==> config.mk <==
export PLATFORM = sky130hd
export DESIGN_NAME = ptw_read_responder
export DESIGN_NICKNAME = d
export VERILOG_FILES = /design/src/rtl/ptw_pkg.sv /design/src/rtl/ptw_req_slot.sv /design/src/rtl/ptw_read_responder.sv
export SDC_FILE = /design/constraint.sdc
export NUM_CORES = 1
export LEC_CHECK = 0
export ABC_CLOCK_PERIOD_IN_PS = 2100
export BUFFER_PORTS_ARGS = -buffer_cell sky130_fd_sc_hd__buf_2
export CELL_PAD_IN_SITES_DETAIL_PLACEMENT = 0
export CELL_PAD_IN_SITES_GLOBAL_PLACEMENT = 1
export CORE_MARGIN = 2
export CORE_UTILIZATION = 35
export CTS_CLUSTER_SIZE = 30
export DETAILED_ROUTE_END_ITERATION = 7
export PLACE_DENSITY = 0.81
export REMOVE_ABC_BUFFERS = 1
export SKIP_CTS_REPAIR_TIMING = 1
export SYNTH_ARGS = -nofsm -noshare
export SYNTH_HDL_FRONTEND = slang
export SYNTH_SLANG_ARGS = --single-unit
==> constraint.sdc <==
create_clock -name CLK -period 2.1 [get_ports CLK]
set_input_delay 0.315 -clock CLK [delete_from_list [all_inputs] [get_ports CLK]]
set_output_delay 0.315 -clock CLK [all_outputs]
set_load 0.005 [all_outputs]
==> src/rtl/ptw_pkg.sv <==
// Shared types and AXI constants for the page-table-walk PTE read responder.
package ptw_pkg;

  typedef enum logic [1:0] {
    IDLE = 2'd0,
    ADDR = 2'd1,
    DATA = 2'd2,
    RESP = 2'd3
  } state_t;

  localparam logic PORT_I = 1'b0;
  localparam logic PORT_D = 1'b1;

  localparam logic [2:0] AXSIZE_8B   = 3'd3;
  localparam logic [1:0] BURST_INCR  = 2'd1;
  localparam logic [1:0] RESP_OKAY   = 2'b00;
  localparam logic [1:0] RESP_SLVERR = 2'b10;
  localparam logic [1:0] RESP_DECERR = 2'b11;

  function automatic logic resp_is_err(input logic [1:0] resp);
    case (resp)
      RESP_SLVERR, RESP_DECERR: return 1'b1;
      RESP_OKAY:                return 1'b0;
      default:                  return 1'b0;
    endcase
  endfunction

endpackage

==> src/rtl/ptw_req_slot.sv <==
// One-entry request slot: holds a walker's PTE address until the arbiter takes it.
module ptw_req_slot #(
  parameter int ADDR_WIDTH = 64
) (
  input  logic                  CLK,
  input  logic                  RST,
  input  logic                  capture,
  input  logic                  flush,
  input  logic                  take,
  input  logic [ADDR_WIDTH-1:0] addr_in,
  output logic                  pending,
  output logic [ADDR_WIDTH-1:0] addr
);

  // NOTE: sequential state uses non-blocking assignments so every flop samples pre-edge values.
  always_ff @(posedge CLK) begin
    if (RST) begin
      pending <= 1'b0;
      addr    <= '0;
    end else if (flush) begin
      // Flush beats a same-cycle capture: the request is cancelled before it exists.
      pending <= 1'b0;
    end else if (take) begin
      pending <= 1'b0;
    end else if (capture && !pending) begin
      // A capture into a full slot is a requester error and is dropped.
      pending <= 1'b1;
      addr    <= addr_in;
    end
  end

endmodule

==> src/rtl/ptw_read_responder.sv <==
// Arbitrates ITLB/DTLB PTE reads onto a single-outstanding AXI4 read channel.
// Optional RRESP/RID/RLAST fault reporting is enabled by defining PTW_RESP_ERR_EN.
module ptw_read_responder
  import ptw_pkg::*;
#(
  parameter int                 ADDR_WIDTH = 64,
  parameter int                 DATA_WIDTH = 64,
  parameter int                 ID_WIDTH   = 4,
  parameter logic [ID_WIDTH-1:0] AXI_ID    = 4'h2
) (
  input  logic                  CLK,
  input  logic                  RST,
  input  logic                  I_ADDR_VALID,
  input  logic [ADDR_WIDTH-1:0] I_ADDR,
  input  logic                  I_FLUSH,
  output logic                  I_DATA_VALID,
  output logic [DATA_WIDTH-1:0] I_DATA,
  input  logic                  D_ADDR_VALID,
  input  logic [ADDR_WIDTH-1:0] D_ADDR,
  input  logic                  D_FLUSH,
  output logic                  D_DATA_VALID,
  output logic [DATA_WIDTH-1:0] D_DATA,
  output logic                  ARVALID,
  input  logic                  ARREADY,
  output logic [ADDR_WIDTH-1:0] ARADDR,
  output logic [ID_WIDTH-1:0]   ARID,
  output logic [7:0]            ARLEN,
  output logic [2:0]            ARSIZE,
  output logic [1:0]            ARBURST,
  input  logic                  RVALID,
  output logic                  RREADY,
  input  logic [DATA_WIDTH-1:0] RDATA,
  input  logic [1:0]            RRESP,
  input  logic                  RLAST,
  input  logic [ID_WIDTH-1:0]   RID
`ifdef PTW_RESP_ERR_EN
  ,
  output logic                  I_ACCESS_FAULT,
  output logic                  D_ACCESS_FAULT
`endif
);

  state_t                state_q, state_d;
  logic                  grant_q, rr_q, discard_q;
  logic [ADDR_WIDTH-1:0] araddr_q;
  logic [DATA_WIDTH-1:0] i_data_q, d_data_q;

  logic                  i_pend, d_pend, i_take, d_take;
  logic [ADDR_WIDTH-1:0] i_slot_addr, d_slot_addr;
  logic                  i_req, d_req, any_req, grant_sel;
  logic                  owner_flush, discard_eff, resp_ok, beat_err;

  ptw_req_slot #(.ADDR_WIDTH(ADDR_WIDTH)) u_slot_i (
    .CLK     (CLK),
    .RST     (RST),
    .capture (I_ADDR_VALID),
    .flush   (I_FLUSH),
    .take    (i_take),
    .addr_in (I_ADDR),
    .pending (i_pend),
    .addr    (i_slot_addr)
  );

  ptw_req_slot #(.ADDR_WIDTH(ADDR_WIDTH)) u_slot_d (
    .CLK     (CLK),
    .RST     (RST),
    .capture (D_ADDR_VALID),
    .flush   (D_FLUSH),
    .take    (d_take),
    .addr_in (D_ADDR),
    .pending (d_pend),
    .addr    (d_slot_addr)
  );

  // A slot being flushed this cycle is no longer a candidate for grant.
  assign i_req       = i_pend & ~I_FLUSH;
  assign d_req       = d_pend & ~D_FLUSH;
  assign any_req     = i_req | d_req;
  assign grant_sel   = (i_req & d_req) ? rr_q : d_req;
  assign owner_flush = (grant_q == PORT_D) ? D_FLUSH : I_FLUSH;
  assign discard_eff = discard_q | owner_flush;

`ifdef PTW_RESP_ERR_EN
  assign beat_err = resp_is_err(RRESP) | (RID != AXI_ID) | ~RLAST;
`else
  logic unused_r_sideband;
  assign unused_r_sideband = ^{RRESP, RLAST, RID};
  assign beat_err          = 1'b0;
`endif

  // NOTE: every signal driven here gets a default first, so no path can infer a latch.
  always_comb begin
    state_d = state_q;
    i_take  = 1'b0;
    d_take  = 1'b0;
    case (state_q)
      IDLE: begin
        if (any_req) begin
          state_d = ADDR;
          i_take  = (grant_sel == PORT_I);
          d_take  = (grant_sel == PORT_D);
        end
      end
      ADDR:    if (ARREADY) state_d = DATA;
      DATA:    if (RVALID)  state_d = discard_eff ? IDLE : RESP;
      RESP:    state_d = IDLE;
      default: state_d = IDLE;
    endcase
  end

  always_ff @(posedge CLK) begin
    if (RST) begin
      state_q   <= IDLE;
      grant_q   <= PORT_D;
      rr_q      <= PORT_D;
      discard_q <= 1'b0;
      araddr_q  <= '0;
      i_data_q  <= '0;
      d_data_q  <= '0;
    end else begin
      state_q <= state_d;
      if (state_q == IDLE) begin
        if (any_req) begin
          grant_q   <= grant_sel;
          araddr_q  <= (grant_sel == PORT_D) ? d_slot_addr : i_slot_addr;
          discard_q <= 1'b0;
          // The pointer only moves when both walkers actually contended.
          if (i_req && d_req) rr_q <= ~grant_sel;
        end
      end else if (owner_flush) begin
        discard_q <= 1'b1;
      end
      if (state_q == DATA && RVALID && !discard_eff) begin
        if (grant_q == PORT_D) d_data_q <= beat_err ? '0 : RDATA;
        else                   i_data_q <= beat_err ? '0 : RDATA;
      end
    end
  end

`ifdef PTW_RESP_ERR_EN
  logic fault_q;
  always_ff @(posedge CLK) begin
    if (RST)                                          fault_q <= 1'b0;
    else if (state_q == DATA && RVALID && !discard_eff) fault_q <= beat_err;
  end
  assign I_ACCESS_FAULT = I_DATA_VALID & fault_q;
  assign D_ACCESS_FAULT = D_DATA_VALID & fault_q;
`endif

  assign resp_ok      = (state_q == RESP) & ~discard_eff;
  assign I_DATA_VALID = resp_ok & (grant_q == PORT_I);
  assign D_DATA_VALID = resp_ok & (grant_q == PORT_D);
  assign I_DATA       = i_data_q;
  assign D_DATA       = d_data_q;

  assign ARVALID = (state_q == ADDR);
  assign RREADY  = (state_q == DATA);
  assign ARADDR  = araddr_q;
  assign ARID    = AXI_ID;
  assign ARLEN   = 8'd0;
  assign ARSIZE  = AXSIZE_8B;
  assign ARBURST = BURST_INCR;

endmodule

==> impl_metrics.tcl, run 1 <==
set metrics [dict create \
    grt_pass1_wl_um 56000 \
    ctsHtreeMaxLevel 2 \
    pre_cts_ws_ns 0.122 \
    grt_pass1_vias 10102 \
    maxSlewViolCount 0 \
    rows 66 \
    die_x_um 187 \
    cts_sinks 327 \
    tns_ns 0 \
    clk_path_buf_depth 3 \
    clk_root_buffer_cell "clkbuf_16" \
    drv_cap 0 \
    final_util_pct 47.5 \
    top_level_ports 420 \
    grt_util_all_layers_pct 19.7 \
    cts_tree "built" \
    final_nets 1961 \
    synthFlopType "dfxtp_1" \
    finalClockSkew_ns 0.0149 \
    vias_per_cell 4.80 \
    core_area_um2 32800 \
    path_buf_inv 1 \
    synth_edf_count 0 \
    postLayoutCellArea_um2 15600 \
    stdcell_count 2228 \
    setup_viol 0 \
    synth_seq_area_share_pct 55.9 \
    power.density_nw_per_um2 917 \
    antenna_left 0 \
    dp_hpwl_um 24000 \
    fill_cells 3247 \
    yosys_warnings 0 \
    hold_viol 0 \
    area_growth_pct 33.0 \
    synth_seq_cells 327 \
    ys_types 36 \
    async_reset_ff_share_pct 0 \
    start_kind "flip-flop" \
    place_congestion 0.777 \
    path_clk_slew_ns 0.06 \
    cp.arrival_ns 1.73 \
    drtIter0Drc 532 \
    die-area_um2 34900 \
    hp-class "in2reg" \
    period_share_pct 97.2 \
    wl_per_cell_um 16.3 \
    numCtsBuffers 38 \
    clk_latency_ns 0.51 \
    end_kind "output port" \
    port_buffers 395 \
    first_pass_iters 5 \
    leakagePower_nw 6.66 \
    die_h_um 187 \
    cp_top_family "simple AND/OR/NAND/NOR gates" \
    status "finished, final reports clean" \
    antenna_found_initial 2 \
    timing.fmax_mhz 490 \
    holdWs_ns 0.0306 \
    crit_chain "mux2_4 > nor3b_4 > and3_1 > buf_2" \
    avgSynthCellArea_um2 8.40 \
    routed_wirelength_um 36400 \
    cp_slowest_cell "dfxtp_1" \
    crit_type "reg2out" \
    syn_area_um2 11700 \
    initial_utilization_pct 35.7 \
    vias 10702 \
    total_power_mw 14.3 \
    post-route-min-period_ns 2.04 \
    postPlaceCellArea_um2 14200 \
    tightest_slew_ns 1.17 \
    critPathMaxFanout 4 \
    slew-limit-headroom_pct 21.9 \
    ir_worst_vdd_mv 0.575 \
    drc 0 \
    max_stage_delay_ns 0.36 \
    grt_overflow 0 \
    grt_max_degree 156 \
    synthCells 1394 \
    drive_gt1_share_pct 28.0 \
    dp_cells 2155 \
    layout_setup_ws_ns 0.0595 \
    required_ns 1.78 \
]
## layout make-up
| type | instances | area, um2 | share of cell area, % |
|---|---|---|---|
| well taps | 442 | 553 | 3.55 |
| inverters | 1 | 3.75 | 0.0241 |
| diodes | 4 | 10.0 | 0.0642 |
| clock inverters | 14 | 251 | 1.61 |
| flip-flops and latches | 327 | 6550 | 42.0 |
| clock buffers | 54 | 1110 | 7.16 |
| repair buffers | 424 | 2390 | 15.3 |
| multi-input cells | 962 | 4710 | 30.2 |
## power breakdown
part           total (mW)  switching (mW)  leakage (nW)  internal (mW)
Combinational       0.767           0.457          3.35          0.310
Sequential           6.41          0.0668          2.65           6.34
Clock                7.11            2.56         0.667           4.56
Total                14.3            3.08          6.66           11.2
## cells by family (layout without fill, tap and decap cells)
logic type             Yosys count  after routing  share of synthesized area [%]
buffers and inverters          120            493                           4.78
and+or+nand+nor                610            610                           21.8
muxes                            1              1                         0.0961
DFF                            327            327                           55.9
other                            2             21                         0.0641
AOI/OAI and AO/OA              334            334                           17.3
## synthesized netlist by cell type (4+ instances only)
master,instances,area (um2)
buf_4,17,128
clkbuf_2,6,30.0
buf_1,6,22.5
nor2b_1,4,25.0
a221o_1,64,641
clkbuf_1,60,225
and2_1,67,419
a21oi_1,259,1300
buf_2,30,150
nor2_1,7,26.3
dfxtp_1,327,6550
nand2_1,516,1940
## cells in the final DEF (no fill, tap or decap), types with 2 or more instances in the layout
| cell | Yosys | layout |
|---|---|---|
| and2_1 | 67 | 65 |
| nand2_1 | 516 | 514 |
| o21ai_0 | 3 | 3 |
| dfxtp_1 | 327 | 327 |
| nand2b_1 | 2 | 2 |
| nor2_1 | 7 | 7 |
| and2_2 | 0 | 2 |
| o21bai_1 | 2 | 2 |
| nor2b_1 | 4 | 3 |
| clkbuf_1 | 60 | 9 |
| nand2_2 | 0 | 2 |
| a221o_1 | 64 | 64 |
| diode_2 | 0 | 4 |
| bufinv_16 | 0 | 7 |
| buf_4 | 17 | 14 |
| clkbuf_16 | 0 | 41 |
| and3_1 | 2 | 2 |
| a21oi_1 | 259 | 259 |
| buf_12 | 0 | 15 |
| clkinv_2 | 0 | 5 |
| buf_2 | 30 | 394 |
| conb_1 | 2 | 17 |
| clkbuf_8 | 0 | 5 |
## worst paths after layout
kind / from / end / slack [ns] / cells past startpoint
max: grant_q$_SDFFE_PP1P_ / D_DATA_VALID / 0.06 / 4
min reg2reg: u_slot_i.addr[25]$_SDFFE_PP0P_ / u_slot_i.addr[25]$_SDFFE_PP0P_ / 0.45 / 2
min: D_ADDR[22] / u_slot_d.addr[22]$_SDFFE_PP0P_ / 0.03 / 3
max reg2reg: state_q[0]$_SDFFE_PP0P_ / D_DATA[44]$_SDFFE_PP0P_ / 0.13 / 6
## per-layer routing
metal / global-route usage, % / up-vias / share of wire [%]
met5: 0 / - / 0
met4: 4.64 / 0 / 1.6
met3: 7.11 / 40 / 9.8
met2: 32.5 / 383 / 46
met1: 24.6 / 4963 / 42
li1: - / 5316 / -
## flip-flops by register name, indices dropped and copies added (netlist names)
name / cells
discard_q: 1
grant_q: 1
u_slot_i.pending: 1
D_DATA: 64
I_DATA: 64
u_slot_d.pending: 1
u_slot_i.addr: 64
ARADDR: 64
u_slot_d.addr: 64
rr_q: 1
state_q: 2
## worst register-to-register path: cells and delay by family, from the launching register on
| family | cells | cell delay, ns |
|---|---|---|
| flops | 1 | 0.34 |
| buf+inv | 2 | 0.38 |
| simple gates | 3 | 1.01 |
| compound gates | 1 | 0.07 |
No activity file was read; power rests on OpenSTA's default activity.
==> run 2, diff against run 1 <==
RECOVER_POWER = 25   (was default)
==> impl_metrics.tcl, run 2 (synthesis results as in run 1) <==
set metrics [dict create \
    grt_pass1_vias 10102 \
    leakagePower_nw 6.66 \
    drive_gt1_share_pct 27.9 \
    die-area_um2 34900 \
    required_ns 1.78 \
    hold_depth 3 \
    end_kind "output port" \
    status "finished, final reports clean" \
    top_level_ports 420 \
    maxSlewViolCount 0 \
    place_congestion 0.777 \
    final_cell_mix "514 x nand2_1, 394 x buf_2, 327 x dfxtp_1, 259 x a21oi_1, 65 x and2_1" \
    crit_type "reg2out" \
    holdWs_ns 0.0309 \
    total_power_mw 14.3 \
    grt_overflow 0 \
    path_clk_slew_ns 0.06 \
    rows 66 \
    cp_slowest_cell "dfxtp_1" \
    min_from "D_ADDR[22]" \
    die_x_um 187 \
    crit_chain "mux2_4 > nor3b_4 > and3_1 > buf_2" \
    min_to "u_slot_d.addr[22]$_SDFFE_PP0P_" \
    drtIter0Drc 539 \
    antenna_found_initial 2 \
    tightest_slew_ns 1.17 \
    drc 0 \
    antenna_left 0 \
    cts_tree "built" \
    slew-limit-headroom_pct 21.8 \
    final_common_cell "nand2_1" \
    tns_ns 0 \
    initial_utilization_pct 35.7 \
    hp-class "in2reg" \
    worstRegToRegCells 6 \
    clk_root_buffer_cell "clkbuf_16" \
    cts_sinks 327 \
    fill_cells 3248 \
    first_pass_iters 5 \
    grt_pass1_wl_um 56000 \
    setup_viol 0 \
    port_buffers 395 \
    ctsHtreeMaxLevel 2 \
    dp_hpwl_um 24000 \
    vias 10722 \
    numCtsBuffers 38 \
    hold_viol 0 \
    critPathMaxFanout 4 \
    grt_util_all_layers_pct 19.7 \
    period_share_pct 97.2 \
    power.density_nw_per_um2 917 \
    r2r-end "D_DATA[44]$_SDFFE_PP0P_" \
    postPlaceCellArea_um2 14200 \
    die_h_um 187 \
    wl_per_cell_um 16.3 \
    ir_worst_vdd_mv 0.575 \
    final_util_pct 47.5 \
    worstReg2RegStart "state_q[0]$_SDFFE_PP0P_" \
    max_stage_delay_ns 0.36 \
    routed_wirelength_um 36400 \
    cp.arrival_ns 1.73 \
    clk_path_buf_depth 3 \
    final_nets 1961 \
    start_kind "flip-flop" \
    finalClockSkew_ns 0.0152 \
    regToRegSetupSlack_ns 0.13 \
    post-route-min-period_ns 2.04 \
    postLayoutCellArea_um2 15600 \
    grt_max_degree 156 \
    timing.fmax_mhz 490 \
    clk_latency_ns 0.51 \
    drv_cap 0 \
    area_growth_pct 33.0 \
    core_area_um2 32800 \
    vias_per_cell 4.81 \
]
[run 2: report_power, final]
part,switching [mW],total (mW),leakage [nW],internal (mW)
clock network,2.56,7.12,0.667,4.56
registers,0.0667,6.41,2.65,6.34
logic,0.456,0.766,3.34,0.310
total,3.08,14.3,6.66,11.2
[run 2: worst max path at each step]
stage	start	end	slack, ns	cells past startpoint
2_1_floorplan	state_q[0]$_SDFFE_PP0P_	D_DATA[0]$_SDFFE_PP0P_	-2.32	4
3_3_place_gp	D_FLUSH	ARADDR[52]$_SDFFE_PP0P_	0.14	6
3_5_place_dp	D_FLUSH	ARADDR[36]$_SDFFE_PP0P_	0.12	6
4_1_cts	grant_q$_SDFFE_PP1P_	D_DATA_VALID	-0.16	4
5_1_grt	grant_q$_SDFFE_PP1P_	I_DATA_VALID	-0.01	5
6_report	grant_q$_SDFFE_PP1P_	D_DATA_VALID	0.06	4
[run 2: per-layer routing]
layer	track usage, %	vias to the layer above	part of all wire, %
met5	0	-	0
met4	4.64	0	1.6
met3	7.11	40	10
met2	32.5	389	46
met1	24.6	4969	42
li1	-	5324	-
[run 2: per-stage QoR]
stage | cells | setup WS, ns
5_1_grt | 2225 | -0.0115
6_report | 2230 | 0.0595
2_1_floorplan | 1290 | -2.32
3_5_place_dp | 2155 | 0.122
3_3_place_gp | 2155 | 0.143
4_1_cts | 2223 | -0.159
[run 2: final cells by class]
class / count / area [um2] / area share (%)
flip-flops and latches: 327 / 6550 / 42.0
clock inverters: 14 / 251 / 1.61
multi-input cells: 962 / 4710 / 30.2
well taps: 442 / 553 / 3.55
inverters: 1 / 3.75 / 0.0241
repair buffers: 424 / 2390 / 15.3
diodes: 6 / 15.0 / 0.0964
clock buffers: 54 / 1110 / 7.15
[run 2: critical path: cells and delay by family, from the launching register on]
| family | cells | cell delay, ns |
|---|---|---|
| multiplexers | 1 | 0.33 |
| flip-flops | 1 | 0.36 |
| AND/OR/NAND/NOR | 2 | 0.42 |
| buffers and inverters | 1 | 0.11 |
==> run 3, diff against run 2 <==
ABC_AREA = 1   (was default)
ABC_CLOCK_PERIOD_IN_PS = 2000   (was 2100)
CORE_ASPECT_RATIO = 0.5   (was default)
CORE_UTILIZATION = 36   (was 35)
PLACE_DENSITY = 0.83   (was 0.81)
clock period = 2 ns   (was 2.1 ns; I/O delays follow)
==> impl_metrics.tcl, run 3 <==
set metrics [dict create \
    tightest_slew_ns 0.932 \
    drv_cap 0 \
    async_reset_ff_share_pct 0 \
    critPathMaxFanout 6 \
    syn_area_um2 14200 \
    start_kind "flip-flop" \
    synth_edf_count 0 \
    cts_tree "built" \
    first_pass_iters 5 \
    timing.fmax_mhz 549 \
    r2r-end "u_slot_d.addr[0]$_SDFFE_PP0P_" \
    final_cell_mix "458 x nand2_1, 356 x nor2_1, 340 x buf_2, 326 x dfxtp_1, 277 x inv_1" \
    vias_per_cell 4.53 \
    yosys-top-cells-area "dfxtp_1 46%, nand2_1 12%, nor2_1 9.4%" \
    crit_type "reg2out" \
    drive_gt1_share_pct 18.5 \
    status "finished, final reports clean" \
    cts_sinks 327 \
    min_to "u_slot_d.addr[26]$_SDFFE_PP0P_" \
    grt_pass1_vias 11985 \
    synthFlopType "dfxtp_1" \
    dp_hpwl_um 27100 \
    final_common_cell "nand2_1" \
    fill_cells 4163 \
    period_share_pct 91.1 \
    maxSlewViolCount 0 \
    yosys.area_share.xor_xnor_pct 0 \
    clk_path_buf_depth 3 \
    ys_types 25 \
    core_area_um2 38900 \
    grt_overflow 0 \
    holdWs_ns 0.0320 \
    clk_latency_ns 0.52 \
    hold_viol 0 \
    ir_worst_vdd_mv 0.398 \
    post-route-min-period_ns 1.82 \
    dp_cells 2911 \
    setup_viol 0 \
    place_congestion 0.766 \
    worstRegToRegCells 5 \
    final_nets 2627 \
    final_util_pct 45.7 \
    initial_utilization_pct 36.5 \
    end_kind "output port" \
    port_buffers 395 \
    routed_wirelength_um 42500 \
    slew-limit-headroom_pct 37.8 \
    top_level_ports 420 \
    yosysMostFrequentCell "nand2_1" \
    hold_depth 3 \
    rows 51 \
    multiInputGateArea_um2 5880 \
    tns_ns 0 \
    die_h_um 144 \
    hp-class "in2reg" \
    postPlaceCellArea_um2 16800 \
    area_growth_pct 25.1 \
    path_clk_slew_ns 0.07 \
    regToRegSetupSlack_ns 0.18 \
    die-area_um2 41200 \
    cp.arrival_ns 1.52 \
    synthAdderAreaFrac_pct 0 \
    leakagePower_nw 8.86 \
    grt_max_degree 107 \
    numCtsBuffers 34 \
    antenna_found_initial 3 \
    layout_setup_ws_ns 0.178 \
    synthMuxAreaShare_pct 0 \
    synth_top_family_by_area "simple AND/OR/NAND/NOR gates" \
    die_x_um 285 \
    rsz0062_at_grt "false" \
    ctsHtreeMaxLevel 2 \
    power.density_nw_per_um2 824 \
    grt_util_all_layers_pct 19.1 \
    antenna_left 0 \
    grt_pass1_wl_um 63500 \
    synthSimpleGateAreaFrac_pct 29.5 \
    yosys_warnings 0 \
    stdcell_count 2977 \
    avgSynthCellArea_um2 6.78 \
    synth_seq_cells 327 \
    synthCells 2096 \
    pre_cts_ws_ns 0.188 \
    required_ns 1.70 \
    postLayoutCellArea_um2 17800 \
    synthTopCellsByCount "459 x nand2_1, 357 x nor2_1, 327 x dfxtp_1" \
    synth_top_area_share_pct 46.1 \
    total_power_mw 14.6 \
    drc 0 \
    seqCellArea_um2 6550 \
    wl_per_cell_um 14.3 \
    finalClockSkew_ns 0.0194 \
    worstReg2RegStart "u_slot_d.pending$_SDFFE_PP0P_" \
    drtIter0Drc 710 \
    clk_root_buffer_cell "clkbuf_16" \
    synth_compound_area_share_pct 11.2 \
    worstSetupStartpoint "grant_q$_SDFFE_PP1P_" \
    synth_top_area_cell "dfxtp_1" \
    vias 13484 \
    min_from "D_ADDR[26]" \
    synth_seq_area_share_pct 46.1 \
]
## run 3: critical path, cell delays in order (launching register included)
cell and delay [ns]:
dfxtp_4 0.37, nand2_1 0.07, o21ai_2 0.08, nor2_1 0.15, nand3_1 0.12, nor2_1 0.10
buf_2 0.12
## run 3: logic make-up (layout without fill, tap and decap cells)
kind of cell,count (synthesis),after routing
DFF,327,327
AOI/OAI and AO/OA,290,290
other,2,21
and+or+nand+nor,1022,1022
buffers and inverters,455,787
## run 3: metal layers
layer / global-route usage [%] / vias to the layer above / share of wire (%)
met2: 34.3 / 226 / 51
li1: - / 7105 / -
met1: 23.6 / 6084 / 43
met5: 0 / - / 0
met4: 6.01 / 0 / 2.4
met3: 2.93 / 69 / 3.5
## run 3: report_power, final
group / switching [mW] / total, mW / internal (mW)
Sequential: 0.0983 / 6.85 / 6.75
Combinational: 1.02 / 1.61 / 0.589
Clock: 2.68 / 6.18 / 3.49
## run 3: layout make-up
class | instances | share of cell area (%)
sequential | 327 | 36.9
multi-input combinational | 1329 | 33.1
timing repair buffer | 444 | 14.3
inverter | 284 | 6.05
clock buffer | 52 | 5.68
tap | 530 | 3.73
clock inverter | 7 | 0.253
antenna | 4 | 0.0563
## run 3: worst max-delay path by stage
stage,endpoint,slack [ns],cells after the start
6_report,I_DATA_VALID,0.18,6
4_1_cts,D_DATA_VALID,-0.10,4
3_3_place_gp,D_DATA[30]$_SDFFE_PP0P_,0.20,9
2_1_floorplan,D_DATA[0]$_SDFFE_PP0P_,-8.51,5
3_5_place_dp,D_DATA[13]$_SDFFE_PP0P_,0.19,9
5_1_grt,D_DATA_VALID,0.02,6
